[src/rtl/seq_detect_pkg.sv]
// Shared types and defaults for the runtime-programmable serial pattern detector.
// Latency: n/a (declarations only).
// Backpressure: n/a.
package seq_detect_pkg;

    localparam int DEF_MAX_LEN = 8;
    localparam logic [DEF_MAX_LEN-1:0] DEF_PATTERN_C = 8'b0000_1011;
    localparam int DEF_LEN_C = 4;
    localparam bit DEF_OVERLAP_C = 1'b1;

    // Width able to hold every length from 0 to max_len inclusive.
    function automatic int len_w(input int max_len);
        return $clog2(max_len + 1);
    endfunction

    localparam int DEF_LEN_W = len_w(DEF_MAX_LEN);

    typedef struct packed {
        logic [DEF_MAX_LEN-1:0] pattern;
        logic [DEF_LEN_W-1:0]   len;
        logic                   overlap;
    } cfg_t;

endpackage

[src/rtl/seq_match_counter.sv]
// Saturating event counter with synchronous clear; clear beats increment.
// Latency: count reflects an increment one edge after inc is sampled.
// Backpressure: none; every inc pulse is counted until saturation.
module seq_match_counter #(
    parameter int CNT_W = 16
) (
    input  logic             clk,
    input  logic             rst_n,
    input  logic             inc,
    input  logic             clr,
    output logic [CNT_W-1:0] cnt
);

    always_ff @(posedge clk or negedge rst_n) begin
        if (!rst_n) begin
            cnt <= '0;
        end else if (clr) begin
            cnt <= '0;
        end else if (inc && (cnt != '1)) begin
            cnt <= cnt + CNT_W'(1);
        end
    end

endmodule

[src/rtl/seq_pattern_detector.sv]
// Runtime-programmable serial pattern detector, overlapping or not; SEQ_DETECT_COUNT_EN adds a match counter.
// Latency: z is registered and high the cycle after the final pattern bit is presented.
// Backpressure: none; x_valid low stalls the shift without losing partial progress.
module seq_pattern_detector
    import seq_detect_pkg::*;
#(
    parameter int                 MAX_LEN     = DEF_MAX_LEN,
    parameter logic [MAX_LEN-1:0] DEF_PATTERN = MAX_LEN'(DEF_PATTERN_C),
    parameter int                 DEF_LEN     = DEF_LEN_C,
    parameter bit                 DEF_OVERLAP = DEF_OVERLAP_C,
    parameter int                 CNT_W       = 16
) (
    input  logic                         clk,
    input  logic                         rst_n,
    input  logic                         x,
    input  logic                         x_valid,
    input  logic                         cfg_load,
    input  logic [MAX_LEN-1:0]           cfg_pattern,
    input  logic [$clog2(MAX_LEN+1)-1:0] cfg_len,
    input  logic                         cfg_overlap,
    output logic                         z,
    output logic                         cfg_err,
    output logic [CNT_W-1:0]             match_cnt,
    input  logic                         cnt_clr
);

    localparam int LEN_W = len_w(MAX_LEN);

    typedef struct packed {
        logic [MAX_LEN-1:0] pattern;
        logic [LEN_W-1:0]   len;
        logic               overlap;
    } act_cfg_t;

    act_cfg_t           cfg_q;
    logic [MAX_LEN-1:0] hist;
    logic [MAX_LEN-1:0] hist_next;
    logic [MAX_LEN-1:0] len_mask;
    logic [LEN_W-1:0]   fill;
    logic [LEN_W-1:0]   fill_next;
    logic               accept;
    logic               hit;

    // Match is judged on the post-shift history so z lands on the same edge as the last bit.
    always_comb begin
        accept    = x_valid & ~cfg_load;
        hist_next = hist;
        fill_next = fill;
        if (accept) begin
            hist_next = {hist[MAX_LEN-2:0], x};
            if (fill != LEN_W'(MAX_LEN)) begin
                fill_next = fill + LEN_W'(1);
            end
        end
        for (int i = 0; i < MAX_LEN; i++) begin
            len_mask[i] = (LEN_W'(i) < cfg_q.len);
        end
        hit = accept && !cfg_err && (fill_next >= cfg_q.len) &&
              (((hist_next ^ cfg_q.pattern) & len_mask) == '0);
    end

    always_ff @(posedge clk or negedge rst_n) begin
        if (!rst_n) begin
            cfg_q   <= '{pattern: DEF_PATTERN, len: LEN_W'(DEF_LEN), overlap: DEF_OVERLAP};
            hist    <= '0;
            fill    <= '0;
            z       <= 1'b0;
            cfg_err <= 1'b0;
        end else if (cfg_load) begin
            cfg_q   <= '{pattern: cfg_pattern, len: cfg_len, overlap: cfg_overlap};
            hist    <= '0;
            fill    <= '0;
            z       <= 1'b0;
            cfg_err <= (cfg_len == '0) || (cfg_len > LEN_W'(MAX_LEN));
        end else begin
            hist <= hist_next;
            // Non-overlapping mode demands a full fresh pattern after each hit.
            fill <= (hit && !cfg_q.overlap) ? '0 : fill_next;
            z    <= hit;
        end
    end

`ifdef SEQ_DETECT_COUNT_EN
    seq_match_counter #(
        .CNT_W (CNT_W)
    ) u_match_counter (
        .clk   (clk),
        .rst_n (rst_n),
        .inc   (hit),
        .clr   (cnt_clr),
        .cnt   (match_cnt)
    );
`else
    logic unused_cnt_clr;
    assign unused_cnt_clr = cnt_clr;
    assign match_cnt      = CNT_W'(0);
`endif

endmodule

[config.mk]
export PLATFORM = sky130hd
export DESIGN_NAME = seq_pattern_detector
export DESIGN_NICKNAME = d
export VERILOG_FILES = /design/src/rtl/seq_detect_pkg.sv /design/src/rtl/seq_match_counter.sv /design/src/rtl/seq_pattern_detector.sv
export SDC_FILE = /design/constraint.sdc
export NUM_CORES = 1
export LEC_CHECK = 0
export CAP_MARGIN = 5
export CORE_AREA = 2 2 61 63
export CTS_CLUSTER_DIAMETER = 100
export DETAILED_ROUTE_END_ITERATION = 10
export DIE_AREA = 0 0 63 65
export PLACE_DENSITY_LB_ADDON = 0.2
export SLEW_MARGIN = 20
export SYNTH_ARGS = -nofsm -noshare
export SYNTH_HDL_FRONTEND = slang
export SYNTH_SLANG_ARGS = --single-unit
[constraint.sdc]
create_clock -name clk -period 3 [get_ports clk]
set_clock_uncertainty 0.05 [all_clocks]
set_input_delay 0.45 -clock clk [delete_from_list [all_inputs] [get_ports clk]]
set_output_delay 0.45 -clock clk [all_outputs]
set_load 0.01 [all_outputs]
# Word-level counts from Yosys, hierarchy flattened
# Cells that the tools add are included.
dict set report totals {
  wordCells 39
  register_bits 27
}
dict set report classes {
  mux 7
  eq_ne 1
  reduce_logical 9
  bitwise_logic 4
  n_addsub 1
  n_lt_le_gt_ge 10
}
# cell count
set op_table {}
lappend op_table {{$lt 3x4->1 const A} 4}
lappend op_table {{$mux 4} 4}
lappend op_table {{$mux 8} 2}
lappend op_table {{$and 8x8->8} 1}
lappend op_table {{$logic_not 8->1} 1}
lappend op_table {{$lt 1x4->1 const A} 2}
lappend op_table {{$lt 2x4->1 const A} 2}
lappend op_table {{$xor 8x8->8} 1}
lappend op_table {{$add 4x1->4 const B} 1}
lappend op_table {{$ge 4x4->1} 1}
lappend op_table {{$gt 4x4->1 const B} 1}
lappend op_table {{$logic_and 1x1->1} 4}
lappend op_table {{$logic_not 4->1} 1}
lappend op_table {{$ne 4x4->1 const B} 1}
lappend op_table {{$logic_not 1->1} 2}
lappend op_table {{$and 1x1->1} 1}
lappend op_table {{$logic_or 1x1->1} 1}
lappend op_table {{$mux 1} 1}
lappend op_table {{$not 1->1} 1}

# Logic depth before layout (Yosys ltp)
# Gate-level depths: netlist of the first run.
dict set report logic_depth {
  depth_word 10
  depth_mapped 11
}

# Worst setup path before layout of the first run
# OpenSTA, ideal clock, no wires.
dict set report synth_timing {
  path_kind {in2reg}
  startpoint {in x_valid}
  endpoint {reg fill[0]}
  setup_ns 0.139
  cell_stages 10
  arrival_ns 2.149
  path_slack_ns 0.662
  path_buffers 1
  t_required_ns 2.811
  cell_sequence {buf_6 nor2b_1 o21ai_0 xnor2_1 ha_1 nor2b_1 o21ai_0 o2111ai_1 a211oi_2 a211oi_1}
}
dict set report synth_between {
  elab_chain_len 9
}
# element line_no
set synth_rtl {}
lappend synth_rtl {{start: declaration} seq_pattern_detector.sv:16} ;# input logic x_valid,
lappend synth_rtl {{$and 1x1->1 (*)} seq_pattern_detector.sv:46} ;# accept = x_valid & ~cfg_load;
lappend synth_rtl {{$mux 8} seq_pattern_detector.sv:49} ;# if (accept) begin
lappend synth_rtl {{$xor 8x8->8} seq_pattern_detector.sv:59} ;# (((hist_next ^ cfg_q.pattern) & len_mask) == '0);
lappend synth_rtl {{$and 8x8->8} seq_pattern_detector.sv:59}
lappend synth_rtl {{$logic_not 8->1} seq_pattern_detector.sv:59}
lappend synth_rtl {{$logic_and 1x1->1} seq_pattern_detector.sv:58} ;# hit = accept && !cfg_err && (fill_next >= cfg_q.len) &&
lappend synth_rtl {{$logic_and 1x1->1} seq_pattern_detector.sv:78} ;# fill <= (hit && !cfg_q.overlap) ? '0 : fill_next;
lappend synth_rtl {{$mux 4 (*)} seq_pattern_detector.sv:78}
lappend synth_rtl {{$mux 4 (*)} seq_pattern_detector.sv:69} ;# end else if (cfg_load) begin
lappend synth_rtl {{end signal: assignment} seq_pattern_detector.sv:78}
lappend synth_rtl {{end: declaration} seq_pattern_detector.sv:39} ;# logic [LEN_W-1:0] fill;
# Every way passes the cells marked *; elsewhere a longest branch is shown, timed or not.
# A chain may end at the register's enable or synchronous reset.

# Final worst setup path of the first run
# Same ends and word-level chain as after synthesis.

==> summary.txt, run 1 <==
Global routing
  – Number of global-route vias before repair: 1,128
  – Initial antenna violation count: 0
  – Total track usage: 15.2%
  – Largest net degree at the start of global routing: 31
  – Total gr overflow: 0
  – First-pass GRT wire length: 4850 µm

Worst setup path
  – Reg2reg end: fill[0]
  – R2R Path Start: fill[0]
  – Worst setup EP type: register
  – WS Path Type: input port to register
  – Required time worst endpoint: 3200 ps
  – Reg2reg path depth: 11
  – Critical path's slowest cell: clkdlybuf4s50_1
  – CP Cell Sequence: clkdlybuf4s50_1, nor2b_1, buf_4, nand3_1, o21ai_0, ha_1, a211oi_1, o21ai_0, o2111ai_1, a211oi_2, a211oi_1
  – CP arrival: 2930 ps
  – Nature of the critical path startpoint: input port
  – Crit path max-delay family: compound AO/OA/AOI/OAI gates
  – WP buf/inv: 2
  – Worst-path maximum fanout: 6
  – Reg2Reg Setup Slack: 520 ps
  – Max incr delay on CP: 480 ps
  – CP Depth: 11

Power and ir drop
  – Peak VDD IR: 0.000257 V
  – Switching portion of total power: 28.0%
  – Power Dens Cells: 393 nW/µm²
  – Psw: 200 µW
  – Final Total Pwr: 712 µW
  – Comb pwr share: 20.5%
  – Register share of total power: 57.7%
  – Pint: 512 µW
  – Clock group share of total power: 21.8%
  – Lkg Pwr: 0.831 nW

Logic synthesis
  – Number of flops mapped to enable cells by yosys: 0
  – YS warnings: 0
  – Sequential share of the synthesized area: 42.8%
  – Yosys cell types: 29
  – Cells after synthesis: 154
  – Synth Flop Type: dfrtp_1
  – Asr flop ratio synth: 100%
  – Flops & latches, synth: 27
  – Syn Std Cell Area: 1590 µm²
  – Syn Area/Cell: 10.4 µm²

Finish
  – Fillers: 329
  – Non-filler cells, final: 224
  – Sequential Area: 682 µm²
  – Most frequent cells in the layout: 22 x dfrtp_1, 19 x clkdlybuf4s50_1, 16 x conb_1
  – Area Overhead vs Synth: 13.7%
  – Ant. Diodes: 0
  – Layout cells sized above 1: 15.3%
  – Nets: 202
  – Commonest non-fill, non-tap cell in the layout: dfrtp_1
  – Area of the multi-input gates: 796 µm²

Die
  – I/O pins: 37
  – Core area: 3500 µm²
  – Full die area: 4100 µm²
  – Die width: 63 µm
  – Site row count: 22
  – Starting density of the core: 45.6%
  – Die boundary height: 65 µm

Routing
  – Total wire length: 2780 µm
  – Remaining antenna violation count: 0
  – Number of remaining DRC errors: 0
  – Detailed-route via count: 1,093
  – Drt initial violations: 38
  – DR WL/cell: 12.4 µm
  – Pre-Repair DR Iteration Count: 4
  – Vias per inst: 4.88

CTS
  – CTS Buf Count: 3
  – Hold buffer count at CTS: 0
  – Latest clock arrival within the worst-skew pair: 320 ps
  – # H-tree levels: 1
  – CTS sink count: 27
  – CTS max path bufs: 2
  – Clock Root Buffer: clkbuf_4
  – CTS resizes: 0
  – Postcts setup bufs: 0
  – CTS tree: built
  – Worst-path clk slew: 140 ps

Flow run
  – Max-Cap Viols: 0

STA
  – Final period utilization: 91.0%
  – Maximum clock frequency: 0.366 GHz
  – Tmin final: 2730 ps
  – Setup TNS: 0 ps
  – Max Slew Vio Count: 0
  – RSZ-0062 raised after global routing: false
  – Setup violators final: 0
  – Final Hold Viols: 0

Worst hold path
  – Worst Hold Class: input port to asynchronous set/reset pin

Placement
  – Placed instance count: 220
  – Final RePlAce weighted congestion: 0.748
  – Detail Placement HPWL: 2110 µm
  – # port buffers: 19

Run status
  – Status: finished, final reports clean
==> synthesized netlist by cell type (2+ instances only) <==
library cell | n | area, µm²
nor3_1 | 3 | 15.0
buf_4 | 16 | 120
mux2i_1 | 15 | 150
clkbuf_1 | 2 | 7.51
inv_1 | 5 | 18.8
nor2_1 | 12 | 45.0
dfstp_2 | 5 | 131
a211oi_1 | 2 | 15.0
nor2b_1 | 2 | 12.5
nand2b_1 | 3 | 18.8
o21ai_0 | 10 | 50.1
a21oi_1 | 7 | 35.0
xnor2_1 | 5 | 43.8
ha_1 | 6 | 75.1
mux2_2 | 10 | 113
xor2_1 | 6 | 52.6
buf_6 | 2 | 22.5
o21ai_1 | 2 | 10.0
nand2_1 | 10 | 37.5
dfrtp_1 | 22 | 551
==> final cells by class <==
type | count | area share (%)
sequential | 27 | 37.6
inverter | 5 | 1.04
tap | 48 | 3.31
clock buffer | 3 | 1.24
timing repair buffer | 24 | 12.6
multi-input combinational | 116 | 43.9
clock inverter | 1 | 0.276
==> sequential cells by signal, indices dropped and copies added, names as in the netlist <==
name     count
cfg_err      1
cfg_q       13
fill         4
hist         8
z            1
==> routing by layer <==
| metal | part of all wire [%] | up-vias | global-route usage [%] |
|---|---|---|---|
| li1 | - | 534 | - |
| met1 | 44 | 523 | 17.2 |
| met2 | 50 | 30 | 27.4 |
| met3 | 4.9 | 6 | 4.69 |
| met4 | 1.7 | 0 | 4.44 |
| met5 | 0 | - | 0 |
==> worst max-delay path by stage <==
stage,start,to,slack (ps)
global placement,x_valid,fill[0],100
finish,x_valid,fill[0],270
CTS,x_valid,fill[0],310
global route,x_valid,fill[0],130
detailed placement,x_valid,fill[0],60
floorplan,x_valid,fill[0],660
==> power groups by stage <==
stage                     combinational [mW]  sequential (mW)  clock (mW)
after floorplan                        0.109            0.413           0
after global placement                 0.141            0.417           0
after detailed placement               0.145            0.418           0
after CTS                              0.147            0.412       0.164
after global routing                   0.163            0.415       0.174
final                                  0.146            0.411       0.156
==> kinds of logic after synthesis <==
| group | share of synthesized area [%] |
|---|---|
| compound gates | 9.18 |
| xor+xnor | 6.04 |
| fa+ha+maj | 4.71 |
| buf+inv | 10.8 |
| flops | 42.8 |
| mux | 16.5 |
| other cells | 0.235 |
| simple gates | 9.73 |
==> per-stage QoR <==
step	hold slack [ps]	setup WS [ps]	cell area, µm²	utilization [%]
floorplan	104	662	1650	-
global placement	456	98.7	1780	51.0
detailed placement	461	58.9	1780	51.0
CTS	427	312	1810	51.8
global route	441	127	1810	51.8
finish	420	270	1810	51.8
(Power assumes the default switching activity.)
==> inputs of run 2 (changes only) <==
MAX_ROUTING_LAYER = met4   (was not set)
==> results of run 2 <==
The final DEF is identical to that of run 1; final timing and power are the same.
Main changes from that run: final weighted congestion in routability-driven placement 0.748 -> 0.758; overall routing resource usage 15.2% -> 15.6%; violation count after the first detailed-route iteration 38 -> 39
